**src/rtl/weight_word_gen_pkg.sv**
```systemverilog
// Shared definitions for the fixed-weight word generator.
// Holds the default widths, the two-state encoding, and the helper that
// builds the final word of a weight-K sequence (the K ones packed at the top).
package weight_word_gen_pkg;

  localparam int DEF_WIDTH = 32;
  localparam int DEF_KW    = 6;

  typedef enum logic {
    ST_IDLE = 1'b0,
    ST_RUN  = 1'b1
  } state_t;

  // Word with the top k of 'width' bits set. k=0 gives 0 and k=width gives
  // all ones, which matches the single-word sequences at both extremes.
  function automatic logic [31:0] top_k_mask(input int width, input int k);
    logic [63:0] all_ones;
    logic [63:0] low_ones;
    all_ones = (64'd1 << width) - 64'd1;
    low_ones = (64'd1 << (width - k)) - 64'd1;
    return 32'(all_ones & ~low_ones);
  endfunction

endpackage

```
**src/rtl/weight_word_gen_trailing_zero_count.sv**
```systemverilog
// Trailing-zero counter: combinational priority encoder, WIDTH bits in,
// KW bits out. An all-zero input returns WIDTH.
// Ports: x (word to scan), count (index of the lowest set bit, or WIDTH).
module trailing_zero_count
  import weight_word_gen_pkg::*;
#(
  parameter int WIDTH = DEF_WIDTH,
  parameter int KW    = DEF_KW
) (
  input  logic [WIDTH-1:0] x,
  output logic [KW-1:0]    count
);

  // Scan from the top down so the lowest set bit wins.
  always_comb begin
    count = KW'(WIDTH);
    for (int i = WIDTH - 1; i >= 0; i--) begin
      if (x[i]) count = KW'(i);
    end
  end

endmodule

```
**src/rtl/weight_word_gen.sv**
```systemverilog
// Fixed-weight word generator: emits every WIDTH-bit word with exactly K ones
// in increasing order, one word per WORD_VALID/WORD_READY handshake.
// Ports: CLK/RST (async active-high), START+WEIGHT request, BUSY, WORD_VALID/
// WORD_READY handshake, WORD, LAST, WORD_IDX, ERR (weight out of range pulse).
module weight_word_gen
  import weight_word_gen_pkg::*;
#(
  parameter int WIDTH = DEF_WIDTH,
  parameter int KW    = DEF_KW
) (
  input  logic             CLK,
  input  logic             RST,
  input  logic             START,
  input  logic [KW-1:0]    WEIGHT,
  output logic             BUSY,
  output logic             WORD_VALID,
  input  logic             WORD_READY,
  output logic [WIDTH-1:0] WORD,
  output logic             LAST,
  output logic [31:0]      WORD_IDX,
  output logic             ERR
);

  localparam logic [WIDTH:0] ONE_EXT = (WIDTH + 1)'(1);

  state_t           state;
  logic [WIDTH-1:0] last_mask;
  logic [WIDTH-1:0] last_mask_d;
  logic [WIDTH-1:0] first_word;
  logic             weight_bad;
  logic [KW-1:0]    tz;
  logic [WIDTH:0]   x_ext;
  logic [WIDTH:0]   c_ext;
  logic [WIDTH:0]   r_ext;
  logic [WIDTH-1:0] spill;
  logic [WIDTH-1:0] next_word;

  trailing_zero_count #(
    .WIDTH (WIDTH),
    .KW    (KW)
  ) u_tzc (
    .x     (WORD),
    .count (tz)
  );

  // Request decode: range check, first word (K low ones) and final word.
  always_comb begin
    weight_bad  = WEIGHT > KW'(WIDTH);
    first_word  = WIDTH'((64'd1 << WEIGHT) - 64'd1);
    last_mask_d = WIDTH'(top_k_mask(WIDTH, int'(WEIGHT)));
  end

  // Gosper step: isolate the lowest set bit, add it to ripple the lowest run
  // of ones up by one place, then move the leftover ones back to the bottom.
  // The extra bit keeps the carry visible to the xor before truncation.
  always_comb begin
    x_ext     = {1'b0, WORD};
    c_ext     = x_ext & (~x_ext + ONE_EXT);
    r_ext     = x_ext + c_ext;
    spill     = WIDTH'(((r_ext ^ x_ext) >> 2) >> tz);
    next_word = spill | r_ext[WIDTH-1:0];
  end

  // Final word is recognised by value against the mask latched at START.
  assign LAST = BUSY && (WORD == last_mask);

  always_ff @(posedge CLK or posedge RST) begin
    if (RST) begin
      state      <= ST_IDLE;
      BUSY       <= 1'b0;
      WORD_VALID <= 1'b0;
      WORD       <= '0;
      WORD_IDX   <= '0;
      ERR        <= 1'b0;
      last_mask  <= '0;
    end else begin
      ERR <= 1'b0;
      case (state)
        ST_IDLE: begin
          if (START) begin
            if (weight_bad) begin
              ERR <= 1'b1;
            end else begin
              state      <= ST_RUN;
              BUSY       <= 1'b1;
              WORD_VALID <= 1'b1;
              WORD       <= first_word;
              WORD_IDX   <= '0;
              last_mask  <= last_mask_d;
            end
          end
        end
        ST_RUN: begin
          if (WORD_VALID && WORD_READY) begin
            if (LAST) begin
              // WORD and WORD_IDX keep their final values while idle.
              state      <= ST_IDLE;
              BUSY       <= 1'b0;
              WORD_VALID <= 1'b0;
            end else begin
              WORD     <= next_word;
              WORD_IDX <= WORD_IDX + 32'd1;
            end
          end
        end
        default: state <= ST_IDLE;
      endcase
    end
  end

endmodule

```
**config.mk**
```make
export PLATFORM = sky130hd
export DESIGN_NAME = weight_word_gen
export DESIGN_NICKNAME = d
export VERILOG_FILES = /design/src/rtl/weight_word_gen_pkg.sv /design/src/rtl/weight_word_gen_trailing_zero_count.sv /design/src/rtl/weight_word_gen.sv
export SDC_FILE = /design/constraint.sdc
export NUM_CORES = 1
export LEC_CHECK = 0
export BUFFER_PORTS_ARGS = -buffer_cell sky130_fd_sc_hd__buf_2
export CORE_MARGIN = 1.5
export CORE_UTILIZATION = 60
export CTS_CLUSTER_SIZE = 20
export DETAILED_ROUTE_END_ITERATION = 6
export PLACE_DENSITY = 0.79
export RECOVER_POWER = 50
export SETUP_SLACK_MARGIN = 0.5
export SLEW_MARGIN = 30
export SYNTH_ARGS = -nofsm -noshare
export SYNTH_HDL_FRONTEND = slang
export SYNTH_SLANG_ARGS = --single-unit
```
**constraint.sdc**
```tcl
create_clock -name CLK -period 5.5 [get_ports CLK]
set_input_delay 1.1 -clock CLK [delete_from_list [all_inputs] [get_ports CLK]]
set_output_delay 1.1 -clock CLK [all_outputs]
set_load 0.005 [all_outputs]
```
## Word level (Yosys, flattened, before mapping)

Cells that the tools add are included.

- Flip-flop bits (word level): 99
- Output and inout bits: 68

- Add/sub/neg operators: 6
- Order comparisons: 1
- Eq/ne operators: 6
- Shift operators: 3
- Mux-type cells: 55
- Bitwise operators: 7
- Reductions and logical operators: 5

Operators by type and width:

| cell | count |
|---|---|
| 32-bit two-way mux | 8 |
| 6-bit two-way mux | 32 |
| 32-bit case mux with 2 select lines | 2 |
| 32-bit by 1-bit subtractor with 32-bit output, second input constant | 2 |
| 32-bit by 33-bit adder with 33-bit output | 1 |
| 33-bit by 1-bit adder with 33-bit output, second input constant | 1 |
| 32-bit by 33-bit bitwise AND with 33-bit output | 1 |
| 32-bit inverter with 33-bit output | 1 |
| 33-bit by 32-bit bitwise XOR with 33-bit output | 1 |
| 32-bit by 1-bit adder with 32-bit output, second input constant | 1 |
| 32-bit == test | 1 |
| 32-bit inverter | 1 |
| 32-bit bitwise OR | 1 |
| 1-bit by 32-bit << shifter with 32-bit output, first input constant | 1 |
| 1-bit by 6-bit << shifter with 32-bit output, first input constant | 1 |
| 31-bit by 6-bit right shift with 32-bit output | 1 |
| 1-bit two-way mux | 11 |
| 2-bit inequality test, second input constant | 4 |
| 4-bit AND reduction | 2 |
| 6-bit by 6-bit subtractor with 7-bit output, first input constant | 1 |
| 6-bit greater-than comparator, second input constant | 1 |
| 1-bit case mux with 2 select lines | 2 |
| 3-bit AND reduction | 1 |
| 1-bit logical AND | 2 |
| 2 further kinds | 3 |

## Longest topological paths before layout

- Depth in word-level cells: 37
- Gate-level depth with buffers: 16
- Mapped depth without buffers: 15

## Hierarchy

From an unflattened synthesis, not the netlist that was laid out.

- Cells, all modules: 1630
- Area total of the unflattened synthesis: 11459.7 µm²

By module, submodules not included:

| module | times used | cells an instance | area each (µm²) | seq. area each (µm²) |
|---|---|---|---|---|
| weight_word_gen | 1 | 1565 | 11091.9 | 2477.4 |
| trailing_zero_count | 1 | 65 | 367.9 | 0.0 |

## Least setup slack after synthesis

Ideal clock, no wire load.

- Path type: input to register
- Start point: input WEIGHT[0]
- End point: register WORD[31]
- Setup time: 0.136 ns
- Arrival: 4.562 ns
- Setup slack: 0.802 ns
- Cell stages on the path: 15
- Path buffers: 2
- Path through: clkbuf_1 > inv_1 > ha_1 > ha_1 > clkbuf_1 > or3_1 > o21ai_0 > o221ai_1 > nand4b_1 > or4b_2 > a21o_1 > o211ai_1 > o21ai_0 > a32oi_1 > o21ai_0

- Word-level cells in the longest chain between the ends: 5
- Elaborated cells between the ends (all ways): 8

Ends and longest elaborated chain:

| element | RTL line | RTL |
|---|---|---|
| start: declaration | weight_word_gen.sv:14 | `input logic [KW-1:0] WEIGHT,` |
| 1-bit by 6-bit << shifter with 32-bit output | weight_word_gen.sv:49 | `first_word = WIDTH'((64'd1 << WEIGHT) - 64'd1);` |
| 32-bit by 1-bit subtractor with 32-bit output | weight_word_gen.sv:49 |  |
| 32-bit two-way mux | weight_word_gen.sv:81 | `if (weight_bad) begin` |
| 32-bit two-way mux | weight_word_gen.sv:80 | `if (START) begin` |
| 32-bit case mux with 2 select lines | weight_word_gen.sv:78 | `case (state)` |
| end signal: assignment | weight_word_gen.sv:87 | `WORD <= first_word;` |
| end signal: assignment | weight_word_gen.sv:101 | `WORD <= next_word;` |
| end: declaration | weight_word_gen.sv:18 | `output logic [WIDTH-1:0] WORD,` |

Parallel ways exist; a longest one is shown, timed or not. The select of a mux whose other input is x is not followed.
A chain may end at the register's enable or synchronous reset.

## Worst setup path in the final report

- Start point: register WORD[12]
- End point: register WORD[16]

- Word-level cells in the longest chain between the ends: 18
- Elaborated cells between the ends (all ways): 27

Ends and longest elaborated chain:

| element |
|---|
| branches (longest 18 deep; another with 33-bit by 1-bit adder with 33-bit output) |

Parallel ways; which one is timed is not known. The select of a mux whose other input is x is not followed.

==> flow_metrics.py <==
metrics = {
    "outcome": {
        "status": "complete, but fails checks",
        "violations": "design-rule violations, max-capacitance violations, max-slew violations",
    },
    "place": {
        "gp_congestion": 1.04,
        "dp_hpwl_mm": 33.7,
        "place_inst": 1794,
        "port-buffer-count": 77,
        "dp_worst_setup_slack_ns": 0.694,
    },
    "power_and_ir_drop": {
        "powerDensity_nw_per_um2": 464,
        "p_leak_nw": 4.78,
        "max-vdd-ir-drop_uv": 291,
    },
    "global_routing": {
        "grt_pass1_vias": 12410,
        "track_usage_pct": 47.2,
        "grt_pass1_wl_mm": 71.5,
        "grt-ovfl-total": 0,
        "antenna_found_initial": 0,
        "grt_max_degree": 70,
    },
    "routing": {
        "wl_met1_mm": 17.0,
        "drc_errors": 15,
        "viasPerCell": 7.47,
        "first_iter_violations": 2320,
        "route.vias.total": 13536,
        "highest_layer": "met4",
        "firstDrtPassIters": 7,
        "drtAntennaViolNets": 0,
        "met3_length_mm": 7.30,
        "post_drt_wl_per_cell_um": 25.5,
        "wl_met2_mm": 19.0,
        "routed_wl_mm": 46.2,
    },
    "floorplan": {
        "floorplan.die_area_um2": 19300,
        "die_h_um": 139,
        "num_rows": 49,
        "io_pins": 78,
        "start_util_pct": 61.4,
        "core_um2": 18100,
        "die_w_um": 139,
    },
    "final_layout": {
        "layout.cells.non_filler": 1811,
        "area_growth_syn_to_layout_pct": 7.36,
        "layout.nets": 1596,
        "fin_util_pct": 65.9,
        "multi_input_area_um2": 7980,
        "fill_cells": 1695,
        "diodes": 0,
        "drive_gt1_share_pct": 11.8,
        "ff_latch_area_um2": 2480,
    },
    "yosys": {
        "syn_avg_cell_area_um2": 7.05,
        "ys_seq_area_share_pct": 22.3,
        "synth-simple-area-share_pct": 29.2,
        "synthDistinctLibCells": 95,
        "synth_top_cell_by_area": "dfrtp_1",
        "synth_top_area_share_pct": 22.3,
        "synthFlopType": "dfrtp_1",
        "synth.most_common_cell": "nand2_1",
        "syn_inst": 1575,
        "yosys-top-cells-area": "dfrtp_1 (22%), nand2_1 (6.5%), nor2_1 (5.7%)",
        "synth_top_family_by_area": "compound AO/OA/AOI/OAI gates",
        "synth_fp_nets": 1594,
        "synth_edf_count": 0,
        "synth_commonest_cells": "nand2_1 (193), nor2_1 (169), o21ai_0 (124)",
        "yosys-mux-area-fraction_pct": 3.10,
        "synth_fa_ha_area_share_pct": 1.01,
        "synth_seq_cells": 99,
        "ys_warn_count": 0,
        "synth_xor_area_share_pct": 5.92,
        "syn_area_um2": 11100,
        "async_flop_share_pct": 100,
        "synth_compound_area_share_pct": 32.3,
    },
    "timing": {
        "setup_viol": 0,
        "finalCritPeriodShare_pct": 88.0,
        "layout_min_cycle_time_ns": 4.84,
        "final.setup.tns_ns": 0,
        "max_freq_mhz": 207,
        "slew_violations": 102,
        "rsz0062_at_grt": "no",
        "relSlewSlack_pct": -109,
        "worst_slack_ns": 0.658,
        "finalHoldViolations": 0,
        "finalClockSkew_ns": 0.0212,
        "worst_slew_pin_slew_ns": 3.12,
    },
    "setup_path": {
        "crit_path_max_fanout": 21,
        "max_stage_delay_ns": 0.99,
        "crit_type": "reg2reg",
        "arrival_ns": 5.11,
        "reg2reg_setup_slack_ns": 0.66,
        "critPathSlowestCell": "dfrtp_1",
        "start_kind": "flop",
        "crit_chain": "inv_1 > a21oi_1 > o211a_1 > a211o_1 > mux2_2 > a2111oi_0 > a31oi_1 > mux2i_1 > a221oi_1 > a311oi_1",
        "crit_required_ns": 5.76,
        "cp-end-kind": "flop",
    },
    "clocking": {
        "clock_latency_ns": 0.37,
        "clock_tree.buffer_depth": 2,
        "post_cts.repair.setup_buffers": 0,
        "clkTransAtPathRegs_ns": 0.09,
        "cts_root_buffer": "clkbuf_16",
        "cts_hold_buf": 0,
        "cts_buffers": 9,
        "cts_tree": "yes",
        "htree_num_levels": 3,
        "post_cts_resized": 0,
        "cts.sinks": 99,
    },
    "run": {
        "cap_viol_max_count": 2,
    },
    "hold_path": {
        "hold_path.class": "reg2reg",
    },
}
[cells in the final DEF, fill, tap and decap left out, types with 21 or more instances in the layout]
cell type	n
nand2_1	193
nor2_1	169
o21ai_0	123
dfrtp_1	99
a21oi_1	88
nand3_1	71
buf_2	59
xor2_1	57
buf_4	48
nor3_1	45
inv_1	33
nand4_1	28
o211ai_1	27
a31oi_1	27
a211oi_1	25
nand2b_1	24
mux2i_1	22
o22ai_1	21
[where the power goes]
group	switching [mW]	total (mW)	internal [mW]
clock	0.368	0.699	0.331
combinational	2.23	3.43	1.20
sequential	0.487	1.40	0.914
total	3.09	5.53	2.44
[metrics by stage]
| step | hold slack, ns | power, mW | area [um2] |
|---|---|---|---|
| CTS | 0.508 | 5.30 | 11900 |
| finish | 0.506 | 5.53 | 11900 |
| global route | 0.529 | 5.75 | 11900 |
| detailed placement | 0.489 | 4.60 | 11600 |
| global placement | 0.470 | 4.56 | 11600 |
| floorplan | 0.458 | 3.47 | 11100 |
[worst max-delay path: cells and delay by family, from the launching register on]
| family | cells | cell delay [ns] |
|---|---|---|
| AO/OA/AOI/OAI | 7 | 2.48 |
| buffers and inverters | 1 | 0.32 |
| flip-flops | 1 | 0.99 |
| multiplexers | 2 | 0.91 |
[final cells by class]
cell class	instances	share of cell area, %
Inverter	35	1.11
Tap cell	229	2.40
Multi-Input combinational cell	1305	66.9
Sequential cell	99	20.8
Clock inverter	7	0.766
Timing Repair Buffer	127	6.13
Clock buffer	9	1.89
[path summary, 6_finish.rpt]
| kind | startpoint | end | cells after the start |
|---|---|---|---|
| min in group asynchronous | RST | last_mask[2]$_DFFE_PP0P_ | 2 |
| hold / removal | last_mask[11]$_DFFE_PP0P_ | last_mask[11]$_DFFE_PP0P_ | 2 |
| hold reg to reg | last_mask[11]$_DFFE_PP0P_ | last_mask[11]$_DFFE_PP0P_ | 2 |
| max in group asynchronous | RST | last_mask[8]$_DFFE_PP0P_ | 3 |
| setup reg to reg | WORD[12]$_DFFE_PP0P_ | WORD[16]$_DFFE_PP0P_ | 10 |
| setup / recovery | WORD[12]$_DFFE_PP0P_ | WORD[16]$_DFFE_PP0P_ | 10 |
[logic make-up after synthesis]
family,count (synthesis)
compound gates,521
fa+ha+maj,9
simple gates,667
xor+xnor,75
mux,33
flops,99
buf+inv,171
[routing by layer]
layer  up-vias  GRT usage [%]
li1       5863              -
met1      6253           62.0
met2      1164           68.2
met3       256           16.0
met4         0           25.2
met5         -              0
[state kept, by name, indices dropped and copies added, names as in the netlist]
name and count:
WORD 32, WORD_IDX 32, last_mask 32, ERR 1, state 1, WORD_VALID 1
No activity file was read; power rests on OpenSTA's default activity.
